--- config.mk ---
export PLATFORM = sky130hd
export DESIGN_NAME = pipe_ctrl_unit
export DESIGN_NICKNAME = d
export VERILOG_FILES = /design/src/rtl/ctrl_pkg.sv /design/src/rtl/ctrl_decode.sv /design/src/rtl/pipe_ctrl_unit.sv
export SDC_FILE = /design/constraint.sdc
export NUM_CORES = 1
export LEC_CHECK = 0
export CORE_AREA = 2 2 59 61
export CTS_CLUSTER_DIAMETER = 80
export DETAILED_ROUTE_END_ITERATION = 6
export DIE_AREA = 0 0 61 63
export GPL_TIMING_DRIVEN = 1
export MAX_ROUTING_LAYER = met4
export PLACE_DENSITY = 0.84
export SKIP_LAST_GASP = 1
export SLEW_MARGIN = 0
export SYNTH_ARGS = -nofsm -noshare
export SYNTH_HDL_FRONTEND = slang
export SYNTH_SLANG_ARGS = --single-unit
--- constraint.sdc ---
create_clock -name clk -period 7.18 [get_ports clk]
set_input_delay 2.154 -clock clk [delete_from_list [all_inputs] [get_ports clk]]
set_output_delay 2.154 -clock clk [all_outputs]
set_load 0.005 [all_outputs]
--- src/rtl/ctrl_pkg.sv ---
// Shared encodings and the control-word bundle
// for the 6-stage pipeline main control.
package ctrl_pkg;

  localparam logic [5:0] OP_RTYPE = 6'b000000;
  localparam logic [5:0] OP_LW    = 6'b100011;
  localparam logic [5:0] OP_SW    = 6'b101011;
  localparam logic [5:0] OP_ADDI  = 6'b001000;
  localparam logic [5:0] OP_ANDI  = 6'b001100;
  localparam logic [5:0] OP_ORI   = 6'b001101;
  localparam logic [5:0] OP_BEQ   = 6'b000100;
  localparam logic [5:0] OP_J     = 6'b000010;

  localparam logic [5:0] F_ADD = 6'b100000;
  localparam logic [5:0] F_SUB = 6'b100010;
  localparam logic [5:0] F_AND = 6'b100100;
  localparam logic [5:0] F_OR  = 6'b100101;
  localparam logic [5:0] F_SLT = 6'b101010;
  localparam logic [5:0] F_NOR = 6'b100111;

  localparam int ALU_W = 4;

  localparam logic [ALU_W-1:0] ALU_AND = 4'b0000;
  localparam logic [ALU_W-1:0] ALU_OR  = 4'b0001;
  localparam logic [ALU_W-1:0] ALU_ADD = 4'b0010;
  localparam logic [ALU_W-1:0] ALU_SUB = 4'b0110;
  localparam logic [ALU_W-1:0] ALU_SLT = 4'b0111;
  localparam logic [ALU_W-1:0] ALU_NOR = 4'b1100;

  typedef struct packed {
    logic             reg_write;
    logic             mem_to_reg;
    logic             mem_write;
    logic             mem_read;
    logic             alu_src;
    logic             reg_dst;
    logic             branch;
    logic             jump;
    logic             illegal;
    logic [ALU_W-1:0] alu_ctrl;
  } ctrl_word_t;

  localparam ctrl_word_t CTRL_BUBBLE = '0;

endpackage

--- src/rtl/ctrl_decode.sv ---
// Combinational opcode/funct decoder producing
// the control word and source-register usage.
module ctrl_decode
  import ctrl_pkg::*;
(
  input  logic       valid_i,
  input  logic [5:0] opcode_i,
  input  logic [5:0] funct_i,
  output ctrl_word_t word_o,
  output logic       use_rs_o,
  output logic       use_rt_o
);

  always_comb begin
    word_o   = CTRL_BUBBLE;
    use_rs_o = 1'b0;
    use_rt_o = 1'b0;
    if (valid_i) begin
      unique case (opcode_i)
        OP_RTYPE: begin
          word_o.reg_dst   = 1'b1;
          word_o.reg_write = 1'b1;
          use_rs_o         = 1'b1;
          use_rt_o         = 1'b1;
          unique case (funct_i)
            F_ADD: word_o.alu_ctrl = ALU_ADD;
            F_SUB: word_o.alu_ctrl = ALU_SUB;
            F_AND: word_o.alu_ctrl = ALU_AND;
            F_OR:  word_o.alu_ctrl = ALU_OR;
            F_SLT: word_o.alu_ctrl = ALU_SLT;
            F_NOR: word_o.alu_ctrl = ALU_NOR;
            default: begin
              word_o         = CTRL_BUBBLE;
              word_o.illegal = 1'b1;
              use_rs_o       = 1'b0;
              use_rt_o       = 1'b0;
            end
          endcase
        end
        OP_LW: begin
          word_o.alu_src    = 1'b1;
          word_o.mem_to_reg = 1'b1;
          word_o.reg_write  = 1'b1;
          word_o.mem_read   = 1'b1;
          word_o.alu_ctrl   = ALU_ADD;
          use_rs_o          = 1'b1;
        end
        OP_SW: begin
          word_o.alu_src   = 1'b1;
          word_o.mem_write = 1'b1;
          word_o.alu_ctrl  = ALU_ADD;
          use_rs_o         = 1'b1;
          use_rt_o         = 1'b1;
        end
        OP_ADDI: begin
          word_o.alu_src   = 1'b1;
          word_o.reg_write = 1'b1;
          word_o.alu_ctrl  = ALU_ADD;
          use_rs_o         = 1'b1;
        end
        OP_ANDI: begin
          word_o.alu_src   = 1'b1;
          word_o.reg_write = 1'b1;
          word_o.alu_ctrl  = ALU_AND;
          use_rs_o         = 1'b1;
        end
        OP_ORI: begin
          word_o.alu_src   = 1'b1;
          word_o.reg_write = 1'b1;
          word_o.alu_ctrl  = ALU_OR;
          use_rs_o         = 1'b1;
        end
        OP_BEQ: begin
          word_o.branch   = 1'b1;
          word_o.alu_ctrl = ALU_SUB;
          use_rs_o        = 1'b1;
          use_rt_o        = 1'b1;
        end
        OP_J: begin
          word_o.jump = 1'b1;
        end
        default: begin
          word_o.illegal = 1'b1;
        end
      endcase
    end
  end

endmodule

--- src/rtl/pipe_ctrl_unit.sv ---
// Main pipeline control: D/E control register,
// load shadow chain and load-use stall logic.
module pipe_ctrl_unit
  import ctrl_pkg::*;
#(
  parameter int LOAD_USE_DIST = 2,
  parameter int ALU_CTRL_W    = 4,
  parameter int REG_ADDR_W    = 5
) (
  input  logic                  clk,
  input  logic                  reset,
  input  logic                  valid_d,
  input  logic [5:0]            opcode_d,
  input  logic [5:0]            funct_d,
  input  logic [REG_ADDR_W-1:0] rs_d,
  input  logic [REG_ADDR_W-1:0] rt_d,
  input  logic [REG_ADDR_W-1:0] rd_d,
  input  logic                  stall_ext,
  input  logic                  flush_e_ext,
  output logic                  jump_d,
  output logic                  stall_f,
  output logic                  stall_d,
  output logic                  flush_e,
  output logic                  reg_write_e,
  output logic                  mem_to_reg_e,
  output logic                  mem_write_e,
  output logic                  mem_read_e,
  output logic                  alu_src_e,
  output logic                  branch_e,
  output logic [ALU_CTRL_W-1:0] alu_ctrl_e,
  output logic [REG_ADDR_W-1:0] write_reg_e,
  output logic                  illegal_e
);

  typedef logic [REG_ADDR_W-1:0] reg_t;

  ctrl_word_t dec_w;
  logic       use_rs;
  logic       use_rt;
  reg_t       wr_dec;

  ctrl_word_t cw_q, cw_d;
  reg_t       wr_q, wr_d;

  logic [LOAD_USE_DIST-1:0] pend_q, pend_d;
  reg_t dest_q [LOAD_USE_DIST];
  reg_t dest_d [LOAD_USE_DIST];

  logic hit;
  logic load_use;
  logic unused_e;

  ctrl_decode u_dec (
    .valid_i  (valid_d),
    .opcode_i (opcode_d),
    .funct_i  (funct_d),
    .word_o   (dec_w),
    .use_rs_o (use_rs),
    .use_rt_o (use_rt)
  );

  assign jump_d = dec_w.jump;
  assign wr_dec = dec_w.reg_dst ? rd_d : rt_d;

  // $0 is hardwired, so a load to it is never a hazard
  always_comb begin
    hit = 1'b0;
    for (int k = 0; k < LOAD_USE_DIST; k++) begin
      if (pend_q[k] && dest_q[k] != '0) begin
        if ((use_rs && dest_q[k] == rs_d) ||
            (use_rt && dest_q[k] == rt_d)) begin
          hit = 1'b1;
        end
      end
    end
    load_use = valid_d & ~dec_w.illegal & hit;
  end

  always_comb begin
    cw_d    = cw_q;
    wr_d    = wr_q;
    pend_d  = pend_q;
    dest_d  = dest_q;
    stall_f = 1'b0;
    stall_d = 1'b0;
    flush_e = 1'b0;
    if (reset) begin
      stall_f = 1'b0;
    end else if (stall_ext) begin
      stall_f = 1'b1;
      stall_d = 1'b1;
    end else begin
      for (int k = 1; k < LOAD_USE_DIST; k++) begin
        pend_d[k] = pend_q[k-1];
        dest_d[k] = dest_q[k-1];
      end
      cw_d      = CTRL_BUBBLE;
      wr_d      = '0;
      pend_d[0] = 1'b0;
      dest_d[0] = '0;
      if (flush_e_ext) begin
        flush_e = 1'b1;
      end else if (load_use) begin
        stall_f = 1'b1;
        stall_d = 1'b1;
        flush_e = 1'b1;
      end else begin
        cw_d      = dec_w;
        wr_d      = wr_dec;
        pend_d[0] = dec_w.mem_read;
        dest_d[0] = wr_dec;
      end
    end
  end

  always_ff @(posedge clk) begin
    if (reset) begin
      cw_q   <= CTRL_BUBBLE;
      wr_q   <= '0;
      pend_q <= '0;
      dest_q <= '{default: '0};
    end else begin
      cw_q   <= cw_d;
      wr_q   <= wr_d;
      pend_q <= pend_d;
      dest_q <= dest_d;
    end
  end

  assign reg_write_e  = cw_q.reg_write;
  assign mem_to_reg_e = cw_q.mem_to_reg;
  assign mem_write_e  = cw_q.mem_write;
  assign mem_read_e   = cw_q.mem_read;
  assign alu_src_e    = cw_q.alu_src;
  assign branch_e     = cw_q.branch;
  assign alu_ctrl_e   = ALU_CTRL_W'(cw_q.alu_ctrl);
  assign write_reg_e  = wr_q;
  assign illegal_e    = cw_q.illegal;
  assign unused_e     = cw_q.reg_dst ^ cw_q.jump;

endmodule

Word-level counts from Yosys, hierarchy flattened

Index checks and enable logic that the tools add are counted.

Logic and storage cells: 85
Output and inout port bits: 20
Register bits after elaboration: 23
Input bits: 32

Reduce and logical (&&, ||, !) cells: 18
Mux-type cells: 36
Bitwise logic cells: 3
Eq/ne operators: 17

Operators by type and width:

| kind                                                                   | count |
|---|---|
| 6-bit equality test (second input constant)                            | 8 |
| 13-bit 2-to-1 mux                                                      | 3 |
| 5-bit equality test                                                    | 4 |
| 1-bit one-hot mux with 2 select lines                                  | 10 |
| 4-bit one-hot mux with 5 select lines                                  | 1 |
| 6-bit by 4-bit equality test with 1-bit output (second input constant) | 3 |
| 1-bit 2-to-1 mux                                                       | 17 |
| 4-bit one-hot mux with 4 select lines                                  | 1 |
| 5-bit 2-to-1 mux                                                       | 3 |
| 6-bit OR reduction                                                     | 2 |
| 5-bit nonzero test                                                     | 2 |
| 9-bit 2-to-1 mux                                                       | 1 |
| 7-bit OR reduction                                                     | 1 |
| 6-bit by 2-bit equality test with 1-bit output (second input constant) | 1 |
| 6-bit by 3-bit equality test with 1-bit output (second input constant) | 1 |
| 1-bit logical AND                                                      | 6 |
| 6-bit logical NOT                                                      | 1 |
| 5-bit OR reduction                                                     | 1 |
| 4-bit OR reduction                                                     | 1 |
| 3-bit OR reduction                                                     | 1 |
| 1-bit bitwise AND                                                      | 2 |
| 1-bit logical OR                                                       | 2 |
| 2-bit OR reduction                                                     | 1 |
| 1-bit inverter                                                         | 1 |

Logic depth before layout (Yosys ltp)

Gate-level depths: netlist (run 1).

Word-level depth: 16
Mapped depth: 8
Depth with buffers taken out: 6

By module

From an unflattened synthesis (run 1), not the netlist that was laid out.

Cell total of the unflattened synthesis: 170
Area, all modules: 1,555.2 µm²

Modules (own cells, without submodules):

| module         | area each (µm²) | instances | cells each |
|---|---|---|---|
| pipe_ctrl_unit | 1,162.4         | 1         | 110 |
| ctrl_decode    | 392.9           | 1         | 60 |

Worst setup path before layout (run 1)

Ideal clock, no wire load.

Path kind: in2out
Start: in opcode_d[2]
End: out stall_f
Path slack: 1.632 ns
Arrival: 3.394 ns
Stages on the path: 8
Buffers on the path: 2
Cells stage by stage: clkbuf_1 -> nor3b_1 -> nand3_1 -> o21ai_0 -> o22ai_2 -> nand2_2 -> a21o_1 -> buf_4

Cells in the longest elaborated chain, start to end: 15
Elaborated cells on any way between the ends: 34
Classes of those cells: eq/ne (7); mux (14); bitwise (3); reduce/logical (10)

Ends and longest elaborated chain:

| element                                                            | RTL line                                   | source |
|---|---|---|
| start, declared                                                    | pipe_ctrl_unit.sv:13                       | `input logic [5:0] opcode_d,` |
| 6-bit equality test, or another cell as far along                  | ctrl_decode.sv:19                          | `unique case (opcode_i)` |
| 6-bit OR reduction (no line) or 2-bit OR reduction (tied branches) | --                                         |  |
| 1-bit one-hot mux with 2 select lines                              | ctrl_decode.sv:19                          |  |
| 1-bit 2-to-1 mux                                                   | ctrl_decode.sv:18                          | `if (valid_i) begin` |
| 1-bit logical AND, on equally long branches                        | pipe_ctrl_unit.sv:70, pipe_ctrl_unit.sv:71 |  |
| 1-bit logical OR                                                   | pipe_ctrl_unit.sv:70                       | `if ((use_rs && dest_q[k] == rs_d) \|\|` |
| 1-bit 2-to-1 mux                                                   | pipe_ctrl_unit.sv:70                       |  |
| 1-bit 2-to-1 mux                                                   | pipe_ctrl_unit.sv:69                       | `if (pend_q[k] && dest_q[k] != '0) begin` |
| 1-bit 2-to-1 mux                                                   | pipe_ctrl_unit.sv:70                       |  |
| 1-bit 2-to-1 mux                                                   | pipe_ctrl_unit.sv:69                       |  |
| 1-bit bitwise AND (*)                                              | pipe_ctrl_unit.sv:76                       | `load_use = valid_d & ~dec_w.illegal & hit;` |
| 1-bit 2-to-1 mux (*) (4 in a row)                                  | --                                         |  |
| end, declared                                                      | pipe_ctrl_unit.sv:21                       | `output logic stall_f,` |

Mark *: on every way between the ends. The rest lies on a longest branch, timed or not.

Worst setup path in the final report (run 1)

Start: in funct_d[1]
End: out stall_f

Cells in the longest elaborated chain, start to end: 16
Elaborated cells on any way between the ends: 32
Classes of those cells: eq/ne (6); mux (16); bitwise (3); reduce/logical (7)

Ends and longest elaborated chain:

| element                                     | RTL line                                   | source |
|---|---|---|
| start, declared                             | pipe_ctrl_unit.sv:14                       | `input logic [5:0] funct_d,` |
| 6-bit equality test                         | ctrl_decode.sv:25                          | `unique case (funct_i)` |
| 6-bit OR reduction (no line) (*)            | --                                         |  |
| 1-bit 2-to-1 mux                            | ctrl_decode.sv:25                          |  |
| 1-bit one-hot mux with 2 select lines       | ctrl_decode.sv:19                          |  |
| 1-bit 2-to-1 mux                            | ctrl_decode.sv:18                          |  |
| 1-bit logical AND, on equally long branches | pipe_ctrl_unit.sv:70, pipe_ctrl_unit.sv:71 |  |
| 1-bit logical OR                            | pipe_ctrl_unit.sv:70                       |  |
| 1-bit 2-to-1 mux                            | pipe_ctrl_unit.sv:70                       |  |
| 1-bit 2-to-1 mux                            | pipe_ctrl_unit.sv:69                       |  |
| 1-bit 2-to-1 mux                            | pipe_ctrl_unit.sv:70                       |  |
| 1-bit 2-to-1 mux                            | pipe_ctrl_unit.sv:69                       |  |
| 1-bit bitwise AND (*)                       | pipe_ctrl_unit.sv:76                       |  |
| 1-bit 2-to-1 mux (*)                        | pipe_ctrl_unit.sv:103                      | `end else if (load_use) begin` |
| 1-bit 2-to-1 mux (*)                        | pipe_ctrl_unit.sv:101                      | `if (flush_e_ext) begin` |
| 1-bit 2-to-1 mux (*)                        | pipe_ctrl_unit.sv:89                       | `end else if (stall_ext) begin` |
| 1-bit 2-to-1 mux (*)                        | pipe_ctrl_unit.sv:87                       | `if (reset) begin` |

Marks and branches as above.

==> results.txt, run 1 <==
The clock reaches the later pin of the worst-skew pair after 0.31 ns. The most common cell after layout, fill and taps aside was sky130_fd_sc_hd__clkdlybuf4s50_1. During I/O placement, the number of pins put on the boundary was 52. The chip width works out to 61 µm. In this run the power density over the cells is 123 nW/µm². In this run the static leakage power is 0.000735 µW. Synthesis produced a netlist whose cell count is 177.

The number of failing setup endpoints in the final timing report came out at 0. The number of buffers between clock root and the deepest sink was 2; the delay of the slowest critical-path stage was 0.59 ns. The highest fanout seen on the critical path is 10, and the unique cell type count in the Yosys netlist is 41. The number of routed nets with antenna violations was 0. The buffering stage count on the worst path with inverters included works out to 2.

The tools report the critical path endpoint category as an output pin. In this run the post-CTS setup repair buffer count came out at 0. The layout-stage area growth over the synthesis result is 36.3%, and the net count reported at finish is 253.

By area, the combinational part of the netlist is dominated by simple AND/OR/NAND/NOR gates. The repair_antennas step left the layout with diodes totalling 0. The combined global-route utilization of all metal layers was 0.213; the total negative slack was 0 ns. Averaged over all synthesized cells, the footprint is 8.24 µm². The critical path goes through clkdlybuf4s50_1 > mux2_2 > o21ai_0 > and3_1 > o22ai_2 > nand2_2 > a21o_1 > clkdlybuf4s50_1. The tools report the H-tree depth as 1. Max-cap violations in this run came to 0. The worst hold path belongs to the class reg -> reg. The die outline height is 63 µm. The post-detailed-route via-to-cell ratio is 5.60.

The count of state elements after synthesis works out to 21. Between clock sinks in the finished design, the worst skew comes to 0.0108 ns. Number of antenna violations at the first check in global routing: 0. The maximum ir drop on the vdd rail was 0.0836 mV; the register clock-pin slew on the reported worst setup and hold paths was 0.11 ns. The routed wire length per instance is 14.3 µm.

The share of final-layout standard cells stronger than drive strength 1 is 0.0591, and the slew at the pin closest to its max-slew limit is 0.830 ns. During synthesis, Yosys emitted a total of 0 warnings. The mux contribution to synthesized area was 0.0832. The fraction of the yosys area taken by sequential cells is 0.288, and the required time at the endpoint of the critical path is 5.03 ns. The worst setup path is launched from a primary input. The effective utilization at floorplan was 0.451; the synthesized-area fraction occupied by and/or/nand/nor cells was 0.247. The pin count of the biggest net entering global routing came out at 15. The dominant synthesized flop cell is sky130_fd_sc_hd__dfxtp_1. The number of resized instances in the post-cts repair step came out at 0. For the worst setup path, the data arrival time is 4.50 ns. First-pass GRT wire length: 6.22 mm. The gate family responsible for the most delay along the worst path is buffers and inverters.

The total count of max-transition violations in the final report was 0. Setup repair after global routing left no endpoint under its margin. The cell at the slowest stage of the critical path was sky130_fd_sc_hd__clkdlybuf4s50_1. The flow ran to the end, and the final reports show no timing, DRC or antenna violations. Derived from the worst setup path, the maximum achievable clock frequency is 150 MHz. Summed over all nets, the half-perimeter wirelength after detailed placement is 2.90 mm. The logs give 0.442 for the worst relative slew slack and 5.22 ns for the internal reg-to-reg setup slack. The number of enable flip-flop cells after synthesis came out at 0.

The die covers 3840 µm². Counting I/O delays and the setup requirement, the final critical path takes 6.66 ns. Net count after synthesis: 209. The xor/xnor share of the synthesized area is 0.120. Start-to-end type of the worst setup path: in -> out.

The count of routing violations after the opening detailed-route iteration is 58, and the aggregate global routing overflow is 0. Detailed routing inserted a total of 1490 vias. The count of hold-fix buffers inserted at cts came out at 0.

The top cell types in the final layout, fill and taps aside, are sky130_fd_sc_hd__clkdlybuf4s50_1 (51), sky130_fd_sc_hd__dfxtp_1 (21), sky130_fd_sc_hd__nor2_1 (19). Library cell used as clock root buffer: sky130_fd_sc_hd__clkbuf_4. The logs give 1398 for the number of global-route vias before repair and 3230 µm² for the area inside the core boundary. The share of flip-flops with an asynchronous set or reset was 0. Routability-driven placement finished with a final weighted congestion of 0.918. Iteration count of the initial detailed-routing pass: 4.

The share of the synthesized area in compound gates (AO/OA/AOI/OAI) is 0.203, and the final non-filler cell area is 1990 µm². The run gives 1960 µm² as the instance area at placement. The clock net in this run drives a total of 21 sinks. The port buffer count was 51; the TritonCTS buffer count was 3. The final clock period utilization by the worst path is 0.927. TritonCTS built the clock tree. The adder-cell area share of the yosys netlist was 0; the total standard cell area after synthesis was 1460 µm². Cell row count: 21.

The final layout contains routed wiring with a total length of 3.80 mm. By instance count, the cell type seen most on the critical path is sky130_fd_sc_hd__clkdlybuf4s50_1. The remaining design rule violation count came out at 0. The final count of hold timing violations was 0.
path summary, 6_finish.rpt:
kind / startpoint / endpoint / cells after the start
max: funct_d[1] / stall_f / 8
min: alu_ctrl_e[3]$_SDFFE_PP0N_ / alu_ctrl_e[3]$_SDFFE_PP0N_ / 2
max reg2reg: dest_q[6]$_SDFFE_PP0N_ / alu_ctrl_e[2]$_SDFFE_PP0N_ / 6
min reg2reg: alu_ctrl_e[3]$_SDFFE_PP0N_ / alu_ctrl_e[3]$_SDFFE_PP0N_ / 2
tightest hold or removal path, stage by stage (launching register included):
cell and delay, ns:
sky130_fd_sc_hd__dfxtp_1 0.33, sky130_fd_sc_hd__nand2_1 0.05, sky130_fd_sc_hd__o21ai_0 0.06
through the flow:
| stage | instances | power, µW | util | worst slack, ns | hold WS (ns) |
|---|---|---|---|---|---|
| floorplan | 177 | 156 | - | 1.63 | 0.449 |
| global placement | 262 | 187 | 0.607 | 0.582 | 0.454 |
| detailed placement | 262 | 188 | 0.607 | 0.544 | 0.452 |
| CTS | 266 | 244 | 0.615 | 0.534 | 0.475 |
| global route | 266 | 256 | 0.615 | 0.383 | 0.512 |
| finish | 266 | 244 | 0.615 | 0.524 | 0.473 |
metal layers:
metal	wire, µm	track usage	vias to the layer above	part of all wire
li1	-	-	734	-
met1	1750	0.282	679	0.46
met2	1740	0.329	68	0.46
met3	246	0.0331	9	0.065
met4	68	0.0679	0	0.018
met5	0	-	-	0
cells by family (layout without fill, tap and decap cells):
family          after synthesis  after routing
simple gates                 70             70
compound gates               39             39
flops                        21             21
xor+xnor                     20             20
buf+inv                      15             58
mux                          12             12
cell type report:
type	instances	area [µm²]
tap	46	57.6
multi-input combinational	141	953
inverter	1	3.75
timing repair buffer	53	526
sequential	21	420
fill	310	1240
clock inverter	1	5.00
clock buffer	3	22.5
cells in the mapped netlist, types with 4 or more instances:
master                      n  area (µm²)
sky130_fd_sc_hd__mux2i_1   11         110
sky130_fd_sc_hd__nand2b_1   6        37.5
sky130_fd_sc_hd__buf_4      7        52.6
sky130_fd_sc_hd__clkbuf_1   5        18.8
sky130_fd_sc_hd__nor3_1     4        20.0
sky130_fd_sc_hd__a32oi_1    5        43.8
sky130_fd_sc_hd__nand3_1    9        45.0
sky130_fd_sc_hd__nand2_1   10        37.5
sky130_fd_sc_hd__a32o_1     5        50.1
sky130_fd_sc_hd__nor2_1    19        71.3
sky130_fd_sc_hd__dfxtp_1   21         420
sky130_fd_sc_hd__nor4_1     4        25.0
sky130_fd_sc_hd__o31ai_1    5        37.5
sky130_fd_sc_hd__o21ai_0    7        35.0
sky130_fd_sc_hd__xnor2_1   12         105
sky130_fd_sc_hd__xor2_1     8        70.1
power by group:
part,internal (µW),total [µW],switching (µW)
logic,34.9,61.6,26.7
registers,119,124,5.08
clock network,20.8,57.7,36.8
state kept, by name (all words and copies together) (netlist names):
signal and flops:
mem_write_e 1, pend_q 2, branch_e 1, dest_q 10, reg_write_e 1, illegal_e 1, alu_ctrl_e 4, alu_src_e 1
(Power assumes the default switching activity.)
==> run 2, diff against run 1 <==
--- a/config.mk
+++ b/config.mk
@@ -5,6 +5,7 @@
 export SDC_FILE = /design/constraint.sdc
 export NUM_CORES = 1
 export LEC_CHECK = 0
+export ABC_CLOCK_PERIOD_IN_PS = 7180
 export CORE_AREA = 2 2 59 61
 export CTS_CLUSTER_DIAMETER = 80
 export DETAILED_ROUTE_END_ITERATION = 6
==> results of run 2 <==
Same layout as run 1: the final DEF is identical, and so are final timing and power.
==> run 3, diff against run 2 <==
--- a/config.mk
+++ b/config.mk
@@ -12,7 +12,7 @@
 export DIE_AREA = 0 0 61 63
 export GPL_TIMING_DRIVEN = 1
 export MAX_ROUTING_LAYER = met4
-export PLACE_DENSITY = 0.84
+export PLACE_DENSITY = 0.81
 export SKIP_LAST_GASP = 1
 export SLEW_MARGIN = 0
 export SYNTH_ARGS = -nofsm -noshare
==> run 3 against run 2 <==
Against the previous run: first-iteration DRC count fell by 14%; global-route usage rose by 0.32 points; combinational power barely moved; register-to-register slack barely moved; largest cell class unchanged.
==> results.txt, run 3 (same netlist as run 1, synthesis figures left out) <==
Library cell used as clock root buffer: sky130_fd_sc_hd__clkbuf_4 (unchanged). Number of placed instances with taps included: 262 (unchanged). Fmax: 150 MHz (about the same). Iteration count of the initial detailed-routing pass: 4 (unchanged).

The tools report the final count of hold timing violations as 0 (unchanged). The slew at the pin closest to its max-slew limit came out at 0.869 ns (was 0.830 ns). The post-layout worst setup margin was 0.517 ns (was 0.524 ns).

The required time at the endpoint of the critical path was 5.03 ns (about the same); the number of buffers between clock root and the deepest sink was 2 (unchanged). Combined global-route utilization of all metal layers: 0.217 (was 0.213). The run gives 0 (unchanged) as the remaining design rule violation count.

The tools report the critical path endpoint category as an output pin (unchanged). The die outline height was 63 µm (unchanged); the H-tree depth was 1 (unchanged). The start-to-end type of the worst setup path was in -> out (unchanged). The net count reported at finish is 253 (unchanged).

The routability congestion estimate from global placement is 0.949 (was 0.918). The launching element type of the critical path was a primary input (unchanged). Path type of the worst min-delay path: reg -> reg (unchanged).

The chip width works out to 61 µm (unchanged). The tools report the maximum ir drop on the vdd rail as 0.0742 mV (was 0.0836 mV). The register clock-pin slew on the reported worst setup and hold paths is 0.11 ns (about the same).

The routed wire length per instance was 14.6 µm (was 14.3 µm); the number of antenna violations at the first check in global routing was 0 (unchanged). For the area of the die, the log shows 3840 µm² (unchanged). Effective utilization at floorplan: 0.451 (unchanged).

First-pass GRT wire length: 6.37 mm (was 6.22 mm). The run finished with clean final reports. TritonCTS buffer count: 3 (unchanged). The count of clock tree sinks came out at 21 (unchanged). The count of hold-fix buffers inserted at cts is 0 (unchanged).

The data arrival time of the worst path came out at 4.51 ns (was 4.50 ns). The run gives 266 (unchanged) as the number of standard cells in the layout, taps in and fillers out. Cell-by-cell listing of the critical path: clkdlybuf4s50_1 > nor3b_1 > nand3_1 > o21ai_0 > o22ai_2 > nand2_2 > a21o_1 > clkdlybuf4s50_1 (was clkdlybuf4s50_1 > mux2_2 > o21ai_0 > and3_1 > o22ai_2 > nand2_2 > a21o_1 > clkdlybuf4s50_1).

The detailed-route wire length came out at 3.88 mm (was 3.80 mm). Top library cells by usage in the layout, fill and taps aside: sky130_fd_sc_hd__clkdlybuf4s50_1 (51), sky130_fd_sc_hd__dfxtp_1 (21), sky130_fd_sc_hd__nor2_1 (19) (unchanged). Setup repair after global routing left no endpoint under its margin. The tools report the detailed-placement wirelength estimate as 2.99 mm (was 2.90 mm). The post-route minimum period was 6.66 ns (about the same); the total power of the final layout was 242 µW (was 244 µW). The post-CTS repair timing setup buffer count came out at 0 (unchanged). For the instance area at placement, the log shows 1960 µm² (unchanged).

The run gives 1476 (was 1490) as the total via count in the routed design. The share of final-layout standard cells stronger than drive strength 1 was 0.0591 (unchanged). The most common cell after layout, fill and taps aside is sky130_fd_sc_hd__clkdlybuf4s50_1 (unchanged). The highest fanout seen on the critical path works out to 11 (was 10).

The total negative slack was 0 ns (unchanged); the static power due to leakage was 0.000735 µW (unchanged). The flip-flop count of the largest register, all copies and words added was 10 (unchanged); the worst relative slew slack was 0.416 (was 0.442). The diode insertion count for antenna repair came out at 0 (unchanged). The aggregate global routing overflow is 0 (unchanged), and the cell row count is 21 (unchanged). The delay of the slowest critical-path stage was 0.58 ns (was 0.59 ns); the count of pins on the block boundary was 52 (unchanged). Final clock period utilization by the worst path: 0.928 (was 0.927).

The tools report the worst setup slack before clock tree synthesis as 0.543 ns (was 0.544 ns). The area inside the core boundary came out at 3230 µm² (unchanged). The run gives 0 (unchanged) as the number of routed nets with antenna violations. The cell seen most often among critical-path stages is sky130_fd_sc_hd__clkdlybuf4s50_1 (unchanged). The layout-stage area growth over the synthesis result is 36.3% (unchanged). TritonCTS built the clock tree.

The number of global-route vias before repair was 1399 (was 1398); the reported max-cap violation count was 0 (unchanged). The cell at the slowest stage of the critical path is sky130_fd_sc_hd__clkdlybuf4s50_1 (unchanged). The tools report the total count of max-transition violations in the final report as 0 (unchanged). For the count of routing violations after the opening detailed-route iteration, the log shows 50 (was 58). The port buffer count is 51 (unchanged).

The post-detailed-route via-to-cell ratio works out to 5.55 (was 5.60). Setup skew after layout: 0.00848 ns (was 0.0108 ns). The final non-filler cell area was 1990 µm² (unchanged); the power density normalized to cell area was 122 nW/µm² (was 123 nW/µm²).

The register with the most flip-flops is dest_q (unchanged). The number of failing setup endpoints in the final timing report was 0 (unchanged). The run gives 15 (unchanged) as the pin count of the biggest net entering global routing.

The logs give 0.30 ns (was 0.31 ns) for the worst-skew pair later-pin latency and 0 (unchanged) for the number of resized instances in the post-cts repair step.
==> run 3: cell type report <==
| cell class | count | area [µm²] |
|---|---|---|
| clock inverters | 1 | 5.00 |
| fillers | 317 | 1240 |
| well taps | 46 | 57.6 |
| clock buffers | 3 | 22.5 |
| inverters | 1 | 3.75 |
| repair buffers | 53 | 526 |
| flip-flops and latches | 21 | 420 |
| multi-input cells | 141 | 953 |
==> run 3: final timing paths <==
kind	end	depth (start not counted)	slack, ns	from
max	stall_d	8	0.52	opcode_d[2]
min	alu_ctrl_e[3]$_SDFFE_PP0N_	2	0.47	alu_ctrl_e[3]$_SDFFE_PP0N_
max reg2reg	alu_ctrl_e[2]$_SDFFE_PP0N_	6	5.22	dest_q[6]$_SDFFE_PP0N_
min reg2reg	alu_ctrl_e[3]$_SDFFE_PP0N_	2	0.47	alu_ctrl_e[3]$_SDFFE_PP0N_
==> run 3: worst max-delay path, delay by kind of cell <==
family                 cells  cell delay [ns]
buffers and inverters      2             1.08
and+or+nand+nor            3             0.74
AOI/OAI and AO/OA          3             0.53
==> run 3: routing by layer <==
| layer | routed length [µm] | vias up | GRT usage | part of all wire |
|---|---|---|---|---|
| met5 | 0 | - | - | 0 |
| li1 | - | 735 | - | - |
| met3 | 248 | 6 | 0.0228 | 0.064 |
| met4 | 27 | 0 | 0.0679 | 0.0070 |
| met2 | 1840 | 64 | 0.333 | 0.47 |
| met1 | 1760 | 671 | 0.294 | 0.45 |
==> run 3: per-stage QoR <==
stage                util  hold WS (ns)
global route        0.615         0.497
floorplan               -         0.449
global placement    0.607         0.457
CTS                 0.615         0.480
finish              0.615         0.474
detailed placement  0.607         0.455
==> run 3: power breakdown <==
group / switching [µW] / internal [µW] / leakage, µW / total, µW
Combinational: 26.8 / 34.9 / 0.000547 / 61.6
Clock: 35.4 / 20.7 / 0.0000177 / 56.1
Sequential: 5.14 / 119 / 0.000170 / 125
Total: 67.3 / 175 / 0.000735 / 242
